`src/rtl/snax_csr_responder.sv`:
```
`default_nettype none
// +----------------------------------------------------------------------------+
// | Module   : snax_csr_responder                                              |
// | Purpose  : SNAX CSR endpoint: RW/RO CSR bank, in-order read-response FIFO  |
// |            and launch/busy control of the attached accelerator.            |
// | Options  : SNAX_CSR_RESPONDER_PERF_CNT_EN adds a busy-cycle counter        |
// |            readable at PerfAddr.                                           |
// | Revision : 1.0 - initial release                                           |
// +----------------------------------------------------------------------------+
module snax_csr_responder #(
    parameter int unsigned NumRwCsr     = 4,
    parameter int unsigned NumRoCsr     = 2,
    parameter int unsigned RspFifoDepth = 2
) (
    input  logic                      clk_i,
    input  logic                      rst_i,
    input  logic [31:0]               csr_req_data_i,
    input  logic [31:0]               csr_req_addr_i,
    input  logic                      csr_req_write_i,
    input  logic                      csr_req_valid_i,
    output logic                      csr_req_ready_o,
    output logic [31:0]               csr_rsp_data_o,
    output logic                      csr_rsp_valid_o,
    input  logic                      csr_rsp_ready_i,
    output logic [NumRwCsr-1:0][31:0] register_rw_o,
    input  logic [NumRoCsr-1:0][31:0] register_ro_i,
    output logic                      acc_start_valid_o,
    input  logic                      acc_start_ready_i,
    input  logic                      acc_done_i
);

    localparam int unsigned CtrlAddr = NumRwCsr + NumRoCsr;
    localparam int unsigned PtrW     = (RspFifoDepth > 1) ? $clog2(RspFifoDepth) : 1;
    localparam int unsigned CntW     = $clog2(RspFifoDepth + 1);

    typedef enum logic [1:0] {
        IDLE   = 2'd0,
        LAUNCH = 2'd1,
        BUSY   = 2'd2
    } state_e;

    state_e                       state_q, state_d;
    logic [NumRwCsr-1:0][31:0]    register_rw_q, register_rw_d;
    logic [RspFifoDepth-1:0][31:0] fifo_q, fifo_d;
    logic [PtrW-1:0]              wr_ptr_q, wr_ptr_d;
    logic [PtrW-1:0]              rd_ptr_q, rd_ptr_d;
    logic [CntW-1:0]              fifo_cnt_q, fifo_cnt_d;

    logic [NumRwCsr-1:0] rw_hit;
    logic [NumRoCsr-1:0] ro_hit;
    logic                addr_is_rw;
    logic                addr_is_ctrl;
    logic                busy;
    logic                wr_stall;
    logic                rd_stall;
    logic                req_fire;
    logic                wr_fire;
    logic                rd_fire;
    logic                start_fire;
    logic                fifo_full;
    logic                fifo_empty;
    logic                fifo_push;
    logic                fifo_pop;
    logic [31:0]         rd_data;

    // Address decode compares the full 32-bit index so aliases never hit.
    for (genvar g = 0; g < NumRwCsr; g++) begin : g_rw_hit
        assign rw_hit[g] = (csr_req_addr_i == 32'(g));
    end

    for (genvar g = 0; g < NumRoCsr; g++) begin : g_ro_hit
        assign ro_hit[g] = (csr_req_addr_i == 32'(NumRwCsr + g));
    end

    assign addr_is_rw   = |rw_hit;
    assign addr_is_ctrl = (csr_req_addr_i == 32'(CtrlAddr));

`ifdef SNAX_CSR_RESPONDER_PERF_CNT_EN
    localparam int unsigned PerfAddr = CtrlAddr + 1;

    logic        addr_is_perf;
    logic [31:0] perf_cnt_q, perf_cnt_d;

    assign addr_is_perf = (csr_req_addr_i == 32'(PerfAddr));

    always_comb begin
        perf_cnt_d = perf_cnt_q;
        if (start_fire) begin
            perf_cnt_d = '0;
        end else if (busy && (perf_cnt_q != 32'hFFFF_FFFF)) begin
            perf_cnt_d = perf_cnt_q + 32'd1;
        end
    end

    always_ff @(posedge clk_i) begin
        if (rst_i) begin
            perf_cnt_q <= '0;
        end else begin
            perf_cnt_q <= perf_cnt_d;
        end
    end
`endif

    assign busy = (state_q != IDLE);

    // Ready only looks at registered state, never at csr_rsp_ready_i.
    assign wr_stall        = csr_req_write_i && (addr_is_rw || addr_is_ctrl) && busy;
    assign rd_stall        = !csr_req_write_i && fifo_full;
    assign csr_req_ready_o = !(wr_stall || rd_stall);

    assign req_fire   = csr_req_valid_i && csr_req_ready_o;
    assign wr_fire    = req_fire && csr_req_write_i;
    assign rd_fire    = req_fire && !csr_req_write_i;
    assign start_fire = wr_fire && addr_is_ctrl && csr_req_data_i[0];

    always_comb begin
        rd_data = '0;
        for (int unsigned i = 0; i < NumRwCsr; i++) begin
            if (rw_hit[i]) rd_data = register_rw_q[i];
        end
        for (int unsigned i = 0; i < NumRoCsr; i++) begin
            if (ro_hit[i]) rd_data = register_ro_i[i];
        end
        if (addr_is_ctrl) rd_data = {31'b0, busy};
`ifdef SNAX_CSR_RESPONDER_PERF_CNT_EN
        if (addr_is_perf) rd_data = perf_cnt_q;
`endif
    end

    always_comb begin
        state_d = state_q;
        case (state_q)
            IDLE:    if (start_fire) state_d = LAUNCH;
            LAUNCH:  if (acc_start_ready_i) state_d = BUSY;
            BUSY:    if (acc_done_i) state_d = IDLE;
            default: state_d = IDLE;
        endcase
    end

    assign acc_start_valid_o = (state_q == LAUNCH);

    always_ff @(posedge clk_i) begin
        if (rst_i) begin
            state_q <= IDLE;
        end else begin
            state_q <= state_d;
        end
    end

    always_comb begin
        register_rw_d = register_rw_q;
        for (int unsigned i = 0; i < NumRwCsr; i++) begin
            if (wr_fire && rw_hit[i]) register_rw_d[i] = csr_req_data_i;
        end
    end

    assign register_rw_o = register_rw_q;

    function automatic logic [PtrW-1:0] ptr_next(input logic [PtrW-1:0] p);
        if (p == PtrW'(RspFifoDepth - 1)) return '0;
        return p + 1'b1;
    endfunction

    assign fifo_full  = (fifo_cnt_q == CntW'(RspFifoDepth));
    assign fifo_empty = (fifo_cnt_q == '0);
    assign fifo_push  = rd_fire;
    assign fifo_pop   = !fifo_empty && csr_rsp_ready_i;

    always_comb begin
        fifo_d     = fifo_q;
        wr_ptr_d   = wr_ptr_q;
        rd_ptr_d   = rd_ptr_q;
        fifo_cnt_d = fifo_cnt_q;
        if (fifo_push) begin
            fifo_d[wr_ptr_q] = rd_data;
            wr_ptr_d         = ptr_next(wr_ptr_q);
        end
        if (fifo_pop) begin
            rd_ptr_d = ptr_next(rd_ptr_q);
        end
        case ({fifo_push, fifo_pop})
            2'b10:   fifo_cnt_d = fifo_cnt_q + 1'b1;
            2'b01:   fifo_cnt_d = fifo_cnt_q - 1'b1;
            default: fifo_cnt_d = fifo_cnt_q;
        endcase
    end

    assign csr_rsp_valid_o = !fifo_empty;
    assign csr_rsp_data_o  = fifo_q[rd_ptr_q];

    always_ff @(posedge clk_i) begin
        if (rst_i) begin
            register_rw_q <= '0;
            fifo_q        <= '0;
            wr_ptr_q      <= '0;
            rd_ptr_q      <= '0;
            fifo_cnt_q    <= '0;
        end else begin
            register_rw_q <= register_rw_d;
            fifo_q        <= fifo_d;
            wr_ptr_q      <= wr_ptr_d;
            rd_ptr_q      <= rd_ptr_d;
            fifo_cnt_q    <= fifo_cnt_d;
        end
    end

endmodule
`default_nettype wire

```
`config.mk`:
```
export PLATFORM = sky130hd
export DESIGN_NAME = snax_csr_responder
export DESIGN_NICKNAME = d
export VERILOG_FILES = /design/src/rtl/snax_csr_responder.sv
export SDC_FILE = /design/constraint.sdc
export NUM_CORES = 1
export LEC_CHECK = 0
export CAP_MARGIN = 20
export CORE_UTILIZATION = 30
export CTS_CLUSTER_SIZE = 20
export DETAILED_ROUTE_END_ITERATION = 8
export HOLD_SLACK_MARGIN = 0.06
export PLACE_DENSITY = 0.62
export SYNTH_ARGS = -nofsm -noshare
export SYNTH_HDL_FRONTEND = slang
export SYNTH_SLANG_ARGS = --single-unit
```
`constraint.sdc`:
```
create_clock -name clk_i -period 3.1 [get_ports clk_i]
set_input_delay 0.775 -clock clk_i [delete_from_list [all_inputs] [get_ports clk_i]]
set_output_delay 0.775 -clock clk_i [all_outputs]
set_load 0.02 [all_outputs]
```
==> impl_metrics.csv <==
group,metric,value,unit
cells_and_area,drive_gt1_frac,0.1079,
sta,tightest_slew,642.9,ps
die,core_region_area,30670,µm²
sta,setup_ws,96.81,ps
die,num_rows,64,
global_route,grt_use_met3,0.04623,
placed_design,dp.cells,1624,
synthesis,async_flop_share,0,
global_route,grt_pass1_wl,48.24,mm
clock_tree,clk_path_buf_depth,2,
clock_tree,cts_sinks,198,
global_route,antenna_found_initial,1,
synthesis,ys_ff_latch,198,
worst_setup_path,worst-setup-path-type,"input port to output pin",
synthesis,syn_avg_cell_area,9.825,µm²
sta,hold_slack,448.6,ps
placed_design,placed_area,13080,µm²
cells_and_area,syn2layout_area_growth,45.61,%
detailed_routing,wire_per_inst,19.60,µm
synthesis,yosysSeqAreaShare,0.4220,
status,status,"finished clean",
worst_setup_path,cp-start-kind,"input port",
placed_design,place_congestion,0.7696,
synthesis,mappedNetlistNets,1092,
clock_tree,cts_tree,"done",
global_route,grt_max_degree,113,
pwr,powerDensity,408.6,nW/µm²
worst_setup_path,timing.rr.end,"register_rw_o[61]$_SDFFE_PP0P_",
cells_and_area,final_cells,1658,
global_route,grt_pass1_vias,8004,
worst_setup_path,crit_required,2320,ps
placed_design,io_buffers,297,
global_route,grtUsageMet2,0.3032,
run,maxCapViolations,0,
global_route,overflow,0,
synthesis,yosysWarnings,0,
placed_design,dpl.hpwl,23.11,mm
worst_setup_path,regToRegSetupSlack,1360,ps
hold_path,min_path_cells,2,
hold_path,hp-start,"fifo_q[51]$_SDFFE_PP0P_",
sta,drv_slew,0,
hold_path,hold_end,"fifo_q[51]$_SDFFE_PP0P_",
detailed_routing,firstDrtPassIters,4,
sta,finalCritPeriodShare,0.9688,
synthesis,synth_cells,956,
clock_tree,clk-insertion-delay-late,430,ps
sta,finalHoldViolCount,0,
hold_path,hold_path_class,"flip-flop to flip-flop",
worst_setup_path,regToRegStartpoint,"state_q[1]$_SDFFE_PP0P_",
sta,period_needed,3003,ps
die,die_w,178.9,µm
synthesis,synth_ff_type,"dfxtp_1",
clock_tree,cts_max_level,4,
sta,setup_viol,0,
die,boundaryPins,298,
sta,grt_setup_unrepaired,"no",
global_route,gr-usage-all-layers,0.2002,
detailed_routing,drt_iter0_drc,486,
pwr,irDropWorstVdd,0.2851,mV
pwr,total_power,5.588,mW
detailed_routing,routed-via-count,8221,
worst_setup_path,arrival,2230,ps
cells_and_area,num-nets-final,1384,
die,start_util,0.3063,
global_route,met1_usage,0.2759,
synthesis,ys_types,38,
synthesis,netlist_area,9393,µm²
synthesis,synth_edf_count,0,
clock_tree,cts_buffers,17,
detailed_routing,drtAntennaViolNets,0,
sta,maxSlewHeadroom,0.5714,
worst_setup_path,r2r_cells,6,
detailed_routing,route.detailed.drc,0,
worst_setup_path,crit_fanout,2,
clock_tree,clockRootBuffer,"clkbuf_16",
sta,fmax,333.0,MHz
placed_design,pre_cts_slack,-643.4,ps
sta,final.setup.tns,0,ps
pwr,power_leakage,5.484,nW
die,die_y,178.9,µm
die,dieArea,32020,µm²
cells_and_area,n_fill_cell,2934,
cells_and_area,final_core_util,0.4459,
global_route,gr-max-usage-layer,"met2",
clock_tree,clkSlewWorstSetupHoldPaths,70,ps
cells_and_area,stdcell_area,13680,µm²
detailed_routing,drt_wl_total,32.49,mm
worst_setup_path,setup.worst_path.end_class,"output pin",
sta,finalClockSkew,16.85,ps
detailed_routing,vias_per_cell,4.958,
## cell families after synthesis
kind of cell    share of synthesized area
simple gates                       0.1772
compound gates                     0.1068
buf+inv                           0.03517
flops                              0.4220
mux                                0.2547
fa+ha+maj                        0.001332
xor+xnor                         0.002798
## registers in the layout, summed over array words and instances (netlist names)
register	flops
register_rw_o	128
fifo_q	64
fifo_cnt_q	2
state_q	2
rd_ptr_q	1
wr_ptr_q	1
## synthesized netlist by cell type, drive strengths merged, types with 2 or more instances
library cell | count | share of area
o211ai | 10 | 0.0080
nand4 | 8 | 0.0053
nand3 | 6 | 0.0032
nand2 | 70 | 0.028
nor2 | 19 | 0.0076
xnor2 | 2 | 0.0019
nor3 | 5 | 0.0027
mux2i | 203 | 0.22
or2 | 2 | 0.0013
mux2 | 32 | 0.038
a31oi | 3 | 0.0020
o221ai | 21 | 0.020
and4 | 3 | 0.0028
nand2b | 166 | 0.11
nor4 | 6 | 0.0056
o22ai | 11 | 0.0073
clkbuf | 61 | 0.024
and2 | 2 | 0.0013
buf | 17 | 0.0096
o31ai | 45 | 0.036
dfxtp | 198 | 0.42
inv | 3 | 0.0012
o21ai | 20 | 0.011
nand3b | 3 | 0.0024
a22oi | 23 | 0.018
nor2b | 5 | 0.0033
a21oi | 2 | 0.0011
or4 | 3 | 0.0024
## worst max path at each step
stage	slack, ps	start	to
6_report	100	csr_req_addr_i[6]	csr_req_ready_o
3_3_place_gp	-600	csr_req_addr_i[5]	csr_req_ready_o
3_5_place_dp	-640	csr_req_addr_i[5]	csr_req_ready_o
4_1_cts	10	csr_req_addr_i[4]	csr_req_ready_o
2_1_floorplan	90	csr_req_addr_i[5]	csr_req_ready_o
5_1_grt	40	csr_req_addr_i[6]	csr_req_ready_o
## worst max-delay path: stages
cell and delay (ps):
clkbuf_2 90, or4_4 530, a2111o_1 430, nor2b_2 130
a31oi_1 100, buf_4 170
## where the power goes
group	total, mW	internal, mW	switching (mW)
registers	2.58	2.56	0.0190
clock network	2.25	1.11	1.15
logic	0.760	0.388	0.372
## area by class of cell
type / count / area, µm² / area share
Multi-Input combinational cell: 677 / 5127 / 0.3749
Sequential cell: 198 / 3964 / 0.2898
Timing Repair Buffer: 351 / 3488 / 0.2551
Tap cell: 396 / 495.5 / 0.03623
Clock buffer: 18 / 439.2 / 0.03211
Clock inverter: 14 / 148.9 / 0.01089
Inverter: 3 / 11.26 / 0.0008233
Antenna cell: 1 / 2.502 / 0.0001830
## metal layers
layer | vias to the layer above | wire, µm
li1 | 4004 | -
met1 | 3932 | 15550
met2 | 244 | 13930
met3 | 41 | 2137
met4 | 0 | 872
met5 | - | 0
## layout by cell type, fill, tap and decap left out, drive strengths merged, types with 2 or more instances in the layout
| cell type | instances |
|---|---|
| a21oi | 2 |
| a22oi | 23 |
| a31oi | 3 |
| and2 | 2 |
| and4 | 3 |
| buf | 58 |
| clkbuf | 21 |
| clkdlybuf4s50 | 289 |
| clkinv | 6 |
| dfxtp | 198 |
| inv | 11 |
| mux2 | 32 |
| mux2i | 203 |
| nand2 | 70 |
| nand2b | 166 |
| nand3 | 6 |
| nand3b | 3 |
| nand4 | 8 |
| nor2 | 19 |
| nor2b | 5 |
| nor3 | 5 |
| nor4 | 6 |
| o211ai | 10 |
| o21ai | 20 |
| o221ai | 21 |
| o22ai | 11 |
| o31ai | 45 |
| or2 | 2 |
| or4 | 3 |
| xnor2 | 2 |
## repair_timing
| action | in CTS | in global routing |
|---|---|---|
| endpoints found under the hold margin | 0 | 0 |
| cloned | 0 | 0 |
| pin swaps | 3 | 3 |
| resized for setup | 11 | 9 |
| endpoints found under the setup margin | 1 | 1 |
| setup buffers | 0 | 1 |
| hold buffers | 0 | 0 |
No activity file was read; power rests on OpenSTA's default activity.
